<file path="src/rtl/bt_cmd_pkg.sv">
// Shared definitions for the Bluetooth command-frame handler.
//   BT_SOF / BT_ACK / BT_NAK : frame and reply marker bytes
//   parser_state_t           : frame parser states
//   reply_state_t            : reply serialiser states
//   bt_reply_t               : {code, cmd} reply payload
package bt_cmd_pkg;

    localparam logic [7:0] BT_SOF = 8'hAA;
    localparam logic [7:0] BT_ACK = 8'h55;
    localparam logic [7:0] BT_NAK = 8'h5A;

    typedef enum logic [2:0] {
        P_SOF,
        P_CMD,
        P_LEN,
        P_PAY,
        P_CHK,
        P_DELIVER,
        P_REPLY
    } parser_state_t;

    typedef enum logic [1:0] {
        R_IDLE,
        R_CODE,
        R_CMD
    } reply_state_t;

    typedef struct packed {
        logic [7:0] code;
        logic [7:0] cmd;
    } bt_reply_t;

    // States in which the parser is allowed to pop bytes from the response FIFO.
    function automatic logic is_receiving(input parser_state_t s);
        return (s == P_SOF) || (s == P_CMD) || (s == P_LEN) || (s == P_PAY) || (s == P_CHK);
    endfunction

endpackage

</file>
<file path="src/rtl/bt_reply_tx.sv">
// Two-byte reply serialiser.
// Latches {code, cmd} on a start pulse, presents code then cmd on the request-FIFO
// valid/ready interface, and pulses done after the second byte transfers.
// Ports:
//   clk, rst_n        : clock, synchronous active-low reset
//   start, reply      : launch pulse and reply payload (ignored while busy)
//   tx_fifo_data/_vld : reply byte and valid, held until accepted
//   tx_fifo_data_rdy  : request FIFO accepts byte
//   done              : one-cycle pulse after the last byte transfers
module bt_reply_tx
    import bt_cmd_pkg::*;
(
    input  logic       clk,
    input  logic       rst_n,
    input  logic       start,
    input  bt_reply_t  reply,
    output logic [7:0] tx_fifo_data,
    output logic       tx_fifo_data_vld,
    input  logic       tx_fifo_data_rdy,
    output logic       done
);

    reply_state_t state_q;
    reply_state_t state_d;
    logic [7:0]   cmd_q;

    // State register
    always_ff @(posedge clk) begin
        if (!rst_n) begin
            state_q <= R_IDLE;
        end else begin
            state_q <= state_d;
        end
    end

    // Next state: advance one byte per accepted transfer
    always_comb begin
        state_d = state_q;
        case (state_q)
            R_IDLE: if (start)            state_d = R_CODE;
            R_CODE: if (tx_fifo_data_rdy) state_d = R_CMD;
            R_CMD:  if (tx_fifo_data_rdy) state_d = R_IDLE;
            default:                      state_d = R_IDLE;
        endcase
    end

    // Byte/valid registers; second byte is loaded on the edge the first transfers
    always_ff @(posedge clk) begin
        if (!rst_n) begin
            tx_fifo_data     <= 8'h00;
            tx_fifo_data_vld <= 1'b0;
            done             <= 1'b0;
            cmd_q            <= 8'h00;
        end else begin
            done <= 1'b0;
            case (state_q)
                R_IDLE: begin
                    if (start) begin
                        tx_fifo_data     <= reply.code;
                        cmd_q            <= reply.cmd;
                        tx_fifo_data_vld <= 1'b1;
                    end
                end
                R_CODE: begin
                    if (tx_fifo_data_rdy) begin
                        tx_fifo_data <= cmd_q;
                    end
                end
                R_CMD: begin
                    if (tx_fifo_data_rdy) begin
                        tx_fifo_data     <= 8'h00;
                        tx_fifo_data_vld <= 1'b0;
                        done             <= 1'b1;
                    end
                end
                default: ;
            endcase
        end
    end

endmodule

</file>
<file path="src/rtl/bt_cmd_frame_handler.sv">
// Command-frame handler on the FIFO side of the Bluetooth UART controller.
// Pops bytes from the response FIFO, parses SOF/CMD/LEN/payload/CHK frames,
// delivers good frames over valid/ready and queues an ACK/NAK reply into the
// request FIFO for every parsed, length-rejected or checksum-rejected frame.
// Optional feature: define BT_CMD_TIMEOUT_EN to enable the inter-byte timeout
// (TIMEOUT_CYCLES); otherwise err_timeout stays 0.
// Ports:
//   clk, rst_n                       : clock, synchronous active-low reset
//   rx_fifo_empty/_r_en/_data/_vld   : response FIFO pop interface
//   tx_fifo_data/_vld/_rdy           : request FIFO push interface (replies)
//   frame_cmd/_len/_payload/_vld/_rdy: delivered frame, valid/ready
//   err_chk, err_len, err_timeout    : one-cycle error pulses
module bt_cmd_frame_handler
    import bt_cmd_pkg::*;
#(
    parameter int unsigned MAX_PAYLOAD    = 4,
    parameter int unsigned TIMEOUT_CYCLES = 500000
) (
    input  logic                     clk,
    input  logic                     rst_n,
    input  logic                     rx_fifo_empty,
    output logic                     rx_fifo_r_en,
    input  logic [7:0]               rx_fifo_data,
    input  logic                     rx_fifo_data_vld,
    output logic [7:0]               tx_fifo_data,
    output logic                     tx_fifo_data_vld,
    input  logic                     tx_fifo_data_rdy,
    output logic [7:0]               frame_cmd,
    output logic [3:0]               frame_len,
    output logic [8*MAX_PAYLOAD-1:0] frame_payload,
    output logic                     frame_vld,
    input  logic                     frame_rdy,
    output logic                     err_chk,
    output logic                     err_len,
    output logic                     err_timeout
);

    localparam int unsigned PAY_W = 8 * MAX_PAYLOAD;

    if (MAX_PAYLOAD == 0 || MAX_PAYLOAD > 15 || TIMEOUT_CYCLES == 0) begin : g_bad_params
        $error("bt_cmd_frame_handler: parameter out of range");
    end

    parser_state_t    state_q;
    parser_state_t    state_d;

    logic             pop_pend;
    logic [1:0]       pop_wait;
    logic             receiving_c;
    logic             byte_take_c;

    logic [7:0]       cmd_q;
    logic [3:0]       len_q;
    logic [3:0]       idx_q;
    logic [PAY_W-1:0] pay_q;
    logic [7:0]       xor_q;

    logic             err_len_c;
    logic             err_chk_c;
    logic             deliver_c;
    logic             ack_c;
    logic             timeout_hit_c;

    logic             reply_start;
    logic [7:0]       reply_code;
    logic             reply_done;
    bt_reply_t        reply;

    assign receiving_c = is_receiving(state_q);
    assign byte_take_c = pop_pend && rx_fifo_data_vld;

    // Inter-byte timeout: counts idle cycles inside a frame, cleared by every byte
`ifdef BT_CMD_TIMEOUT_EN
    localparam int unsigned TO_W = $clog2(TIMEOUT_CYCLES + 1);

    logic            in_frame_c;
    logic [TO_W-1:0] to_cnt_q;

    assign in_frame_c    = (state_q == P_CMD) || (state_q == P_LEN) ||
                           (state_q == P_PAY) || (state_q == P_CHK);
    assign timeout_hit_c = in_frame_c && !byte_take_c &&
                           (to_cnt_q == TO_W'(TIMEOUT_CYCLES - 1));

    always_ff @(posedge clk) begin
        if (!rst_n || !in_frame_c || byte_take_c || timeout_hit_c) begin
            to_cnt_q <= '0;
        end else begin
            to_cnt_q <= to_cnt_q + TO_W'(1);
        end
    end
`else
    assign timeout_hit_c = 1'b0;
`endif

    // Parser state register
    always_ff @(posedge clk) begin
        if (!rst_n) begin
            state_q <= P_SOF;
        end else begin
            state_q <= state_d;
        end
    end

    // Parser next state and per-cycle event flags
    always_comb begin
        state_d   = state_q;
        err_len_c = 1'b0;
        err_chk_c = 1'b0;
        deliver_c = 1'b0;
        ack_c     = 1'b0;
        case (state_q)
            P_SOF: begin
                if (byte_take_c && rx_fifo_data == BT_SOF) state_d = P_CMD;
            end
            P_CMD: begin
                if (byte_take_c) state_d = P_LEN;
            end
            P_LEN: begin
                if (byte_take_c) begin
                    if (rx_fifo_data > 8'(MAX_PAYLOAD)) begin
                        err_len_c = 1'b1;
                        state_d   = P_REPLY;
                    end else if (rx_fifo_data == 8'h00) begin
                        state_d = P_CHK;
                    end else begin
                        state_d = P_PAY;
                    end
                end
            end
            P_PAY: begin
                if (byte_take_c && idx_q == len_q - 4'd1) state_d = P_CHK;
            end
            P_CHK: begin
                if (byte_take_c) begin
                    if (rx_fifo_data == xor_q) begin
                        deliver_c = 1'b1;
                        state_d   = P_DELIVER;
                    end else begin
                        err_chk_c = 1'b1;
                        state_d   = P_REPLY;
                    end
                end
            end
            P_DELIVER: begin
                if (frame_vld && frame_rdy) begin
                    ack_c   = 1'b1;
                    state_d = P_REPLY;
                end
            end
            P_REPLY: begin
                if (reply_done) state_d = P_SOF;
            end
            default: state_d = P_SOF;
        endcase
        // Timeout only fires in a cycle without a byte, so it never races a flag above
        if (timeout_hit_c) state_d = P_SOF;
    end

    // Pop engine: one pulse, then up to 2 cycles for the byte before re-arming
    always_ff @(posedge clk) begin
        if (!rst_n) begin
            rx_fifo_r_en <= 1'b0;
            pop_pend     <= 1'b0;
            pop_wait     <= 2'd0;
        end else begin
            rx_fifo_r_en <= 1'b0;
            if (pop_pend) begin
                if (byte_take_c || timeout_hit_c || !receiving_c) begin
                    pop_pend <= 1'b0;
                end else if (pop_wait == 2'd2) begin
                    pop_pend <= 1'b0;
                end else begin
                    pop_wait <= pop_wait + 2'd1;
                end
            end else if (receiving_c && !rx_fifo_empty) begin
                rx_fifo_r_en <= 1'b1;
                pop_pend     <= 1'b1;
                pop_wait     <= 2'd0;
            end
        end
    end

    // Frame assembly, output frame registers, error pulses and reply launch
    always_ff @(posedge clk) begin
        if (!rst_n) begin
            cmd_q         <= 8'h00;
            len_q         <= 4'd0;
            idx_q         <= 4'd0;
            pay_q         <= '0;
            xor_q         <= 8'h00;
            frame_cmd     <= 8'h00;
            frame_len     <= 4'd0;
            frame_payload <= '0;
            frame_vld     <= 1'b0;
            err_chk       <= 1'b0;
            err_len       <= 1'b0;
            err_timeout   <= 1'b0;
            reply_start   <= 1'b0;
            reply_code    <= 8'h00;
        end else begin
            err_chk     <= err_chk_c;
            err_len     <= err_len_c;
            err_timeout <= timeout_hit_c;
            // Launch the serialiser on the first cycle spent in P_REPLY
            reply_start <= (state_d == P_REPLY) && (state_q != P_REPLY);

            if (err_len_c || err_chk_c) begin
                reply_code <= BT_NAK;
            end else if (ack_c) begin
                reply_code <= BT_ACK;
            end

            case (state_q)
                P_SOF: begin
                    xor_q <= 8'h00;
                    pay_q <= '0;
                end
                P_CMD: begin
                    if (byte_take_c) begin
                        cmd_q <= rx_fifo_data;
                        xor_q <= xor_q ^ rx_fifo_data;
                    end
                end
                P_LEN: begin
                    if (byte_take_c) begin
                        len_q <= 4'(rx_fifo_data);
                        idx_q <= 4'd0;
                        xor_q <= xor_q ^ rx_fifo_data;
                    end
                end
                P_PAY: begin
                    if (byte_take_c) begin
                        pay_q[{idx_q, 3'b000} +: 8] <= rx_fifo_data;
                        idx_q                       <= idx_q + 4'd1;
                        xor_q                       <= xor_q ^ rx_fifo_data;
                    end
                end
                default: ;
            endcase

            if (deliver_c) begin
                frame_cmd     <= cmd_q;
                frame_len     <= len_q;
                frame_payload <= pay_q;
                frame_vld     <= 1'b1;
            end else if (ack_c) begin
                frame_vld <= 1'b0;
            end
        end
    end

    // A length-error NAK reuses cmd_q, which already holds the received CMD
    assign reply = '{code: reply_code, cmd: cmd_q};

    bt_reply_tx u_reply_tx (
        .clk              (clk),
        .rst_n            (rst_n),
        .start            (reply_start),
        .reply            (reply),
        .tx_fifo_data     (tx_fifo_data),
        .tx_fifo_data_vld (tx_fifo_data_vld),
        .tx_fifo_data_rdy (tx_fifo_data_rdy),
        .done             (reply_done)
    );

endmodule

</file>
<file path="config.mk">
export PLATFORM = sky130hd
export DESIGN_NAME = bt_cmd_frame_handler
export DESIGN_NICKNAME = d
export VERILOG_FILES = /design/src/rtl/bt_cmd_pkg.sv /design/src/rtl/bt_reply_tx.sv /design/src/rtl/bt_cmd_frame_handler.sv
export SDC_FILE = /design/constraint.sdc
export NUM_CORES = 1
export LEC_CHECK = 0
export ABC_AREA = 1
export ABC_CLOCK_PERIOD_IN_PS = 2490
export CAP_MARGIN = 5
export CORE_AREA = 2 2 123 125
export CTS_CLUSTER_DIAMETER = 200
export CTS_CLUSTER_SIZE = 40
export DETAILED_ROUTE_END_ITERATION = 7
export DIE_AREA = 0 0 125 127
export GPL_TIMING_DRIVEN = 0
export PLACE_DENSITY_LB_ADDON = 0.1
export SETUP_SLACK_MARGIN = 0.4
export SLEW_MARGIN = 20
export SYNTH_ARGS = -nofsm -noshare
export SYNTH_HDL_FRONTEND = slang
export SYNTH_SLANG_ARGS = --single-unit
</file>
<file path="constraint.sdc">
create_clock -name clk -period 2.49 [get_ports clk]
set_input_delay 0.498 -clock clk [delete_from_list [all_inputs] [get_ports clk]]
set_output_delay 0.498 -clock clk [all_outputs]
set_load 0.02 [all_outputs]
</file>
Word level (Yosys, flattened, before mapping)
Cells that the tools add are included.
- bits in registers: 136
- bits in latches: 0
- bits in writable memories: 0
- memory bits (read-only): 0
- input bits: 14
- output and inout port bits: 58
- logic and storage cells: 147
- memories kept: 0
- add/sub/neg operators: 4
- multipliers: 0
- div/mod/pow operators: 0
- magnitude comparators: 1
- equality and inequality tests: 22
- shift operators: 2
- mux-type cells: 54
- bitwise gates (word level): 2
- reductions and logical operators: 39
- operators with widths (operator ; count):
    one-hot mux 32 bit (2 select lines) ; 1
    bitwise mux 32 bit ; 1
    2-to-1 mux 32 bit ; 1
    2-to-1 mux 8 bit ; 4
    variable shift 8 x 9 -> 32 bit, first input constant ; 1
    indexed part select 8 x 9 -> 32 bit ; 1
    2-to-1 mux 3 bit ; 9
    one-hot mux 8 bit (3 select lines) ; 1
    one-hot mux 3 bit (7 select lines) ; 1
    2-to-1 mux 1 bit ; 20
    2-to-1 mux 2 bit ; 8
    one-hot mux 8 bit (2 select lines) ; 1
    2-to-1 mux 7 bit ; 2
    != test 2 bit, second input constant ; 7
    nonzero test 2 bit ; 7
    == test 3 bit, second input constant ; 4
    AND reduction 2 bit ; 6
    AND reduction 3 bit ; 4
    negator 7 -> 9 bit ; 1
    == test 8 bit ; 1
    == test 8 bit, second input constant ; 1
    greater-than comparator 8 x 3 -> 1 bit, second input constant ; 1
    logical NOT 8 bit ; 1
    2-to-1 mux 4 bit ; 2
    other kinds (24) ; 38

Longest topological paths before layout
Gate-level depths: netlist of the first run.
- word-level depth: 9
- gate-level depth with buffers: 12
- mapped depth without buffers: 12

Cells and area by module
From an unflattened synthesis of the first run, not the netlist that was laid out.
- cell total of the unflattened synthesis: 813
- area, all modules: 5900.7 um^2
- modules (own cells, without submodules) (module ; instances ; cells an instance ; area an instance (um^2) ; sequential area each (um^2)):
    bt_cmd_frame_handler ; 1 ; 665 ; 4878.4 ; 2282.2
    bt_reply_tx ; 1 ; 148 ; 1022.2 ; 400.4

Worst setup path after synthesis of the first run
Ideal clock, no wire load.
- path kind: reg2reg
- from: register idx_q[0]
- to: register pay_q[0]
- library setup time: 0.132 ns
- arrival time: 1.701 ns
- setup slack: 0.656 ns
- stages on the path, launching flop included: 9
- clock period less this slack: 1.834 ns
- cell sequence: dfxtp_1 -> inv_1 -> ha_1 -> inv_1 -> nand3_1 -> nor2_1 -> o21ai_2 -> nand2_1 -> a21oi_1
- cells in the longest elaborated chain, start to end: 5
- elaborated cells between the ends (all ways): 6
- those cells by class: add/sub: 1; shift: 2; mux: 3
- RTL lines (element ; line ; source):
    start: declaration ; bt_cmd_frame_handler.sv:54 ; logic [3:0] idx_q;
    start signal: assignment ; bt_cmd_frame_handler.sv:234 ; idx_q <= idx_q + 4'd1;
    negator 7 -> 9 bit * ; bt_cmd_frame_handler.sv:233 ; pay_q[{idx_q, 3'b000} +: 8] <= rx_fifo_data;
    indexed part select 8 x 9 -> 32 bit / variable shift 8 x 9 -> 32 bit (equally long branches) ; bt_cmd_frame_handler.sv:233 ;
    bitwise mux 32 bit * ; bt_cmd_frame_handler.sv:233 ;
    2-to-1 mux 32 bit * ; bt_cmd_frame_handler.sv:232 ; if (byte_take_c) begin
    one-hot mux 32 bit (2 select lines) * ; bt_cmd_frame_handler.sv:213 ; case (state_q)
    end signal: indexed assignment ; bt_cmd_frame_handler.sv:233 ;
    end: declaration ; bt_cmd_frame_handler.sv:55 ; logic [PAY_W-1:0] pay_q;
Every way passes the cells marked *; elsewhere a longest branch is shown, timed or not. The select of a mux whose other input is x is not followed.
A chain may end at the register's enable or synchronous reset.

==> results of run 1 <==
[final timing paths]
kind / start / endpoint / slack (ns) / cells past startpoint
max: rst_n / pay_q[21] / 0.55 / 5
min: pay_q[2] / pay_q[2] / 0.46 / 2
max reg2reg: u_reply_tx.state_q[1] / u_reply_tx.tx_fifo_data[7] / 0.58 / 9
min reg2reg: pay_q[2] / pay_q[2] / 0.46 / 2
[worst max-delay path, stage by stage]
cell,delay (ns)
sky130_fd_sc_hd__clkdlybuf4s50_1,0.68
sky130_fd_sc_hd__clkbuf_1,0.45
sky130_fd_sc_hd__clkbuf_1,0.38
sky130_fd_sc_hd__o21ai_1,0.16
sky130_fd_sc_hd__nor2_1,0.12
[cell families (layout without fill, tap and decap cells)]
| family | Yosys count | in the layout | synth area share |
|---|---|---|---|
| compound gates | 159 | 159 | 0.144 |
| xor+xnor | 5 | 5 | 0.00901 |
| fa+ha+maj | 9 | 9 | 0.0198 |
| buf+inv | 96 | 204 | 0.0701 |
| flops | 134 | 134 | 0.471 |
| other cells | 1 | 1 | 0.000658 |
| simple gates | 378 | 378 | 0.285 |
[flip-flops by register name (all words and copies together) (netlist names)]
name	cells
err_len	1
u_reply_tx.tx_fifo_data	8
u_reply_tx.done	1
len_q	4
idx_q	4
frame_len	4
xor_q	8
err_chk	1
pop_wait	2
reply_start	1
u_reply_tx.tx_fifo_data_vld	1
state_q	3
cmd_q	8
frame_cmd	8
pay_q	32
u_reply_tx.state_q	2
frame_payload	32
pop_pend	1
u_reply_tx.cmd_q	8
reply_code	3
frame_vld	1
rx_fifo_r_en	1
[cell type report]
cell class,count,area [um^2],area share
Inverter,65,250,0.0342
Timing Repair Buffer,77,758,0.104
Tap cell,184,230,0.0315
Multi-Input combinational cell,552,2670,0.365
Clock buffer,22,474,0.0649
Buffer,31,165,0.0226
Clock inverter,9,77.6,0.0106
Sequential cell,134,2680,0.367
[cell usage in the layout, fill, tap and decap left out, types with 36 or more instances in the layout]
master,n
sky130_fd_sc_hd__nor2_1,167
sky130_fd_sc_hd__clkdlybuf4s50_1,62
sky130_fd_sc_hd__nand2_1,133
sky130_fd_sc_hd__inv_1,56
sky130_fd_sc_hd__a21oi_1,57
sky130_fd_sc_hd__o21ai_0,46
sky130_fd_sc_hd__o21ai_1,48
sky130_fd_sc_hd__nand3_1,36
sky130_fd_sc_hd__dfxtp_1,133
[what timing repair did]
| item | CTS | global route |
|---|---|---|
| endpoints found under the setup margin | 69 | 89 |
| resized for setup | 12 | 17 |
| pin swaps | 1 | 1 |
| setup buffers | 2 | 5 |
[per-layer routing]
metal / vias to the layer above / wire length, um / part of all wire
met4: 0 / 208 / 0.013
li1: 2729 / - / -
met1: 2522 / 7540 / 0.49
met3: 17 / 816 / 0.053
met2: 146 / 6920 / 0.45
met5: - / 0 / 0
[per-stage QoR]
stage	hold slack [ns]	setup WS (ns)	cell area [um^2]
6_report	0.463	0.552	7310
3_5_place_dp	0.459	-0.312	6630
5_1_grt	0.483	0.406	7310
4_1_cts	0.467	0.409	7200
3_3_place_gp	0.456	-0.273	6630
2_1_floorplan	0.441	0.656	5700
[power groups by stage]
stage / sequential, mW / combinational, mW / clock [mW]
finish: 2.17 / 0.224 / 2.34
global route: 2.17 / 0.246 / 2.47
CTS: 2.17 / 0.214 / 2.38
detailed placement: 2.22 / 0.215 / 0
global placement: 2.21 / 0.210 / 0
floorplan: 2.23 / 0.104 / 0
==> metrics.log, run 1 <==
INFO  metric fin_crit = just under 2 ns
INFO  metric post_synth_instance_area = 5700 um^2
INFO  metric power.combinational.fraction = 0.047
INFO  metric grt_antenna_before_repair = 0
INFO  metric clkLatencyLatePin = 0.43 ns
INFO  metric detailedRoute.firstIterationViolations = 437
INFO  metric num-nets-final = about 900
INFO  metric run_status = finished, final reports clean
INFO  metric die_width = 125 um
INFO  metric place_congestion = just over 0.9
INFO  metric crit_fanout = 10
INFO  metric cts_root_buffer = sky130_fd_sc_hd__clkbuf_16
INFO  metric cp.required = between 2 and 3 ns
INFO  metric hold_path.class = reg -> reg
INFO  metric grt_overflow_total = 0
INFO  metric clk_path_buf_depth = 2
INFO  metric clock_tree_from_tritoncts = built
INFO  metric ys_warn_count = 0
INFO  metric synth_enable_flop_cells = 0
INFO  metric worstPathArrival = about 2.3 ns
INFO  metric worst-setup-path-type = in -> reg
INFO  metric synth_sequential_area_ratio = 0.471
INFO  metric grt_use_total = 0.202
INFO  metric synth.distinct_cells = 36
INFO  metric number_of_global_route_vias_before_repair = 5185
INFO  metric finalSetupTns = 0 ns
INFO  metric drv_slew = 0
INFO  metric ioPinCount = 72
INFO  metric htreeDepth = 4
INFO  metric final-instance-count-excl-fill = 1074
INFO  metric globalRoute.busiestLayer = met2
INFO  metric tightestPinTransition = 0.605 ns
INFO  metric floorplan.rows = 44
INFO  metric total_leakage_power = 3.20 nW
INFO  metric power.density_cell_area = 648 nW/um^2
INFO  metric drc = 0
INFO  metric synthDominantAreaCellType = sky130_fd_sc_hd__dfxtp_1
INFO  metric power.share.clock = 0.494
INFO  metric max_freq = 0.516 GHz
INFO  metric grt_max_degree = 17
INFO  metric timing.max_cap.violations = 0
INFO  metric port_buffers = 70
INFO  metric coreArea = 14400 um^2
INFO  metric syn_area_cell = around 7.3 um^2
INFO  metric cts_buffers = 17
INFO  metric power.net_switching = 1.06 mW
INFO  metric detailroute.via_count = 5414
INFO  metric post_route_cells_drive_above_1_share = 0.0966
INFO  metric clock_sinks = 134
INFO  metric holdBufCountCts = 0
INFO  metric setup_violations = 0
INFO  metric p_int = 3.67 mW
INFO  metric timing.critical_path.from_type = input pin
INFO  metric critical_path.endpoint_type = register
INFO  metric finalClockSkew = 0.0101 ns
INFO  metric n_antenna_cell = 0
INFO  metric rsz0062_at_grt = no
INFO  metric drt.antenna.violating_nets = 0
INFO  metric first_pass_grt_wire_length = 25500 um
INFO  metric post_synth_top_cells = sky130_fd_sc_hd__nor2_1, sky130_fd_sc_hd__dfxtp_1, sky130_fd_sc_hd__nand2_1
INFO  metric fp.dieH = 127 um
INFO  metric seq_power_share = 0.459
INFO  metric first_pass_iters = 5
INFO  metric ys_seq_elements = 134
INFO  metric clk_pin_slew = 0.06 ns
INFO  metric synthesis.nets = just over 800
INFO  metric finish.utilization = 0.507
INFO  metric totalPowerFinal = 4.73 mW
INFO  metric commonest_register_cell_after_synthesis = sky130_fd_sc_hd__dfxtp_1
INFO  metric wl_per_cell = 14.4 um
INFO  metric synth_largest_type_area_fraction = 0.471
INFO  metric finalCritPeriodShare = 0.778
INFO  metric dpl.cell_count = just over 1000
INFO  metric ir_drop = 0.395 mV
INFO  metric filler_cell_count = 1464
INFO  metric synthCells = ~800
INFO  metric hold_violations = 0
INFO  metric fraction_of_registers_with_async_set_reset = 0
INFO  metric area.growth.synth_to_final = 28.3%
INFO  metric synth_most_common_cell = sky130_fd_sc_hd__nor2_1
INFO  metric design.die.area = 15900 um^2
INFO  metric met3_usage = 0.0503
INFO  metric timing.slew.headroom = 0.597
INFO  metric routed_via_density = 5.04
INFO  metric grt_util_met2 = 0.314
INFO  metric post-dp-hpwl = 11300 um
INFO  metric synth.top_cells.by_area = sky130_fd_sc_hd__dfxtp_1, sky130_fd_sc_hd__nor2_1, sky130_fd_sc_hd__nand2_1
INFO  metric met1_usage = 0.276
INFO  metric switching_share = 0.224
INFO  metric initial_utilization = 0.395
INFO  metric postRouteWirelength = between 15000 and 20000 um
Power figures use the tool's default switching activity.
==> run 2, diff against run 1 <==
--- a/config.mk
+++ b/config.mk
@@ -6,7 +6,7 @@
 export NUM_CORES = 1
 export LEC_CHECK = 0
 export ABC_AREA = 1
-export ABC_CLOCK_PERIOD_IN_PS = 2490
+export ABC_CLOCK_PERIOD_IN_PS = 1600
 export CAP_MARGIN = 5
 export CORE_AREA = 2 2 123 125
 export CTS_CLUSTER_DIAMETER = 200
==> constraint.sdc (replaced) <==
create_clock -name clk -period 1.6 [get_ports clk]
set_input_delay 0.32 -clock clk [delete_from_list [all_inputs] [get_ports clk]]
set_output_delay 0.32 -clock clk [all_outputs]
set_load 0.02 [all_outputs]
==> metrics.log, run 2 (synthesis gave the netlist of run 1 again) <==
INFO  metric run_status = finished with violations
INFO  metric violations = negative setup slack
INFO  metric clock_tree_from_tritoncts = built
INFO  metric grt_max_degree = 17 (unchanged)
INFO  metric clk_path_buf_depth = 2 (unchanged)
INFO  metric die_width = 125 um (unchanged)
INFO  metric hold_path.class = in -> reg
INFO  metric path_buf_inv = 4 (+1)
INFO  metric post-dp-hpwl = 11500 um (+1.3%)
INFO  metric power.density_cell_area = 848 nW/um^2 (+31%)
INFO  metric drc = 0 (unchanged)
INFO  metric clock_sinks = 134 (unchanged)
INFO  metric largest_registers = frame_payload x32, pay_q x32
INFO  metric floorplan.rows = 44 (unchanged)
INFO  metric final-instance-count-excl-fill = 1164 (+8.4%)
INFO  metric dpl.cell_count = 1036 (unchanged)
INFO  metric cp.required = 1.95 ns (-0.90 ns)
INFO  metric drv_slew = 0 (unchanged)
INFO  metric critical-path-max-stage-delay = 0.36 ns (-0.32 ns)
INFO  metric reg_to_reg_critical_path_endpoint = frame_payload[26]
INFO  metric cts_buffers = 17 (unchanged)
INFO  metric port_buffers = 70 (unchanged)
INFO  metric detailroute.via_count = 5929 (+9.5%)
INFO  metric post_route_cells_drive_above_1_share = 0.537 (+0.440)
INFO  metric crit_chain = clkdlybuf4s15_1 > inv_2 > nand2_2 > nand2_2 > nand2_2 > nor2_4 > nand2_4 > nor3_4 > buf_12 > clkbuf_16 > o21ai_2 > nor2_1
INFO  metric setup_ws_final = -0.0352 ns (-0.587 ns)
INFO  metric worstSetupPathDepth = 12 (+7)
INFO  metric total_leakage_power = 4.17 nW (+30%)
INFO  metric critical_path.endpoint_type = register
INFO  metric n_antenna_cell = 0 (unchanged)
INFO  metric worst-setup-path-type = in -> reg
INFO  metric coreArea = 14400 um^2 (unchanged)
INFO  metric timing.slew.headroom = 0.560 (-0.0365)
INFO  metric tightestPinTransition = 0.659 ns (+0.0548 ns)
INFO  metric number_of_global_route_vias_before_repair = 5313 (+2.5%)
INFO  metric totalPowerFinal = 7.95 mW (+68%)
INFO  metric rsz0062_at_grt = yes
INFO  metric fin_crit = 1.64 ns
INFO  metric detailedRoute.firstIterationViolations = 426 (-2.5%)
INFO  metric crit_fanout = 8 (-2)
INFO  metric grt_overflow_total = 0 (unchanged)
INFO  metric initial_utilization = 0.395 (unchanged)
INFO  metric first_pass_grt_wire_length = 27200 um (+6.9%)
INFO  metric reg2reg_setup_slack = 0 ns (-0.58 ns)
INFO  metric fp.dieH = 127 um (unchanged)
INFO  metric timing.max_cap.violations = 0 (unchanged)
INFO  metric area.growth.synth_to_final = 64.6%
INFO  metric leading_cell_types_in_the_layout_fill_and_taps_excluded = sky130_fd_sc_hd__nor2_1, sky130_fd_sc_hd__buf_6, sky130_fd_sc_hd__nand2_1
INFO  metric timing.rr.start = xor_q[4]
INFO  metric worstPathArrival = 1.99 ns (-0.30 ns)
INFO  metric place_congestion = 0.870 (-4.1%)
INFO  metric wl_per_cell = 15.7 um (+9.1%)
INFO  metric critical_path.endpoint = frame_payload[26]
INFO  metric max_freq = between 0.6 and 0.7 GHz
INFO  metric first_pass_iters = 5 (unchanged)
INFO  metric clk_pin_slew = 0.05 ns (about the same)
INFO  metric worst_path_dominant_cell_family = buffers and inverters
INFO  metric cts_root_buffer = sky130_fd_sc_hd__clkbuf_16
INFO  metric postRouteWirelength = 18300 um (+18%)
INFO  metric timing.critical_path.mode_cell = sky130_fd_sc_hd__nand2_2
INFO  metric finalCritPeriodShare = 1.02
INFO  metric timing.critical_path.from_type = input pin
INFO  metric clkLatencyLatePin = 0.43 ns (about the same)
INFO  metric finalClockSkew = 0.00814 ns (-0.00195 ns)
INFO  metric most_common_cell_after_layout_fill_and_taps_aside = sky130_fd_sc_hd__nor2_1
INFO  metric grt_use_total = 0.217 (+0.0144)
INFO  metric num-nets-final = 990 (+9.9%)
INFO  metric critPathSlowestCell = sky130_fd_sc_hd__clkdlybuf4s15_1
INFO  metric htreeDepth = 4 (unchanged)
INFO  metric drt.antenna.violating_nets = 0 (unchanged)
INFO  metric grt_antenna_before_repair = 0 (unchanged)
INFO  metric hold_violations = 0 (unchanged)
INFO  metric ioPinCount = 72 (unchanged)
INFO  metric design.die.area = 15900 um^2 (unchanged)
INFO  metric ir_drop = 0.711 mV (+80%)
INFO  metric worst_r2r_path_depth = 10 (+1)
INFO  metric setup_violations = 7 (+7)
INFO  metric critPathLaunch = rx_fifo_data[0]
INFO  metric routed_via_density = 5.09 (+1.0%)
==> run 2: tightest hold or removal path: stages <==
cell and delay [ns]:
sky130_fd_sc_hd__clkdlybuf4s15_2 0.27, sky130_fd_sc_hd__nand4_1 0.14, sky130_fd_sc_hd__a21oi_1 0.06
==> run 2: cell type report <==
| cell class | count | area [um^2] |
|---|---|---|
| tap | 184 | 230 |
| sequential | 134 | 2800 |
| fill | 1214 | 5050 |
| timing repair buffer | 163 | 1680 |
| clock inverter | 11 | 148 |
| clock buffer | 21 | 480 |
| inverter | 65 | 299 |
| buffer | 31 | 273 |
| multi-input combinational | 555 | 3470 |
==> run 2: routing by layer <==
metal  vias to the layer above  part of all wire  track usage  routed length, um
met2                       175              0.48        0.344               8750
met4                         0             0.017       0.0641                306
met3                        30             0.063       0.0540               1150
met1                      2802              0.44        0.294               8110
li1                       2922                 -            -                  -
met5                         -                 0            0                  0
==> run 2: worst min-delay path by stage <==
stage,start,endpoint,slack [ns],cells past startpoint
2_1_floorplan,pay_q[0],pay_q[0],0.44,2
3_3_place_gp,pay_q[3],pay_q[3],0.46,2
3_5_place_dp,u_reply_tx.tx_fifo_data[5],u_reply_tx.tx_fifo_data[5],0.46,2
4_1_cts,rx_fifo_data[3],pay_q[3],0.39,3
5_1_grt,rx_fifo_data[3],pay_q[3],0.42,3
6_report,rx_fifo_data[3],pay_q[3],0.41,3
==> run 2: what timing repair did <==
action,in CTS,in global routing
hold endpoints to repair,0,0
cloned,4,5
gates resized for setup,361,429
pin swaps,36,77
hold buffers,0,0
buffers inserted,43,44
endpoints found under the setup margin,191,191
==> run 2: power breakdown <==
group	switching [mW]	internal [mW]	leakage (nW)	total, mW
Sequential	0.0183	3.35	1.12	3.37
Combinational	0.304	0.182	2.74	0.486
Clock	1.48	2.61	0.309	4.10
Total	1.80	6.15	4.17	7.95
==> run 2: through the flow <==
step | TNS [ns] | utilization | hold WS [ns] | area (um^2) | setup slack [ns]
6_report | -0.0769 | 0.650 | 0.415 | 9380 | -0.0352
5_1_grt | -2.58 | 0.650 | 0.422 | 9380 | -0.0798
4_1_cts | 0 | 0.565 | 0.388 | 8150 | 0.0401
3_5_place_dp | -91.34 | 0.467 | 0.459 | 6740 | -1.05
3_3_place_gp | -89.82 | 0.467 | 0.456 | 6740 | -1.02
2_1_floorplan | 0 | - | 0.441 | 5810 | 0.138
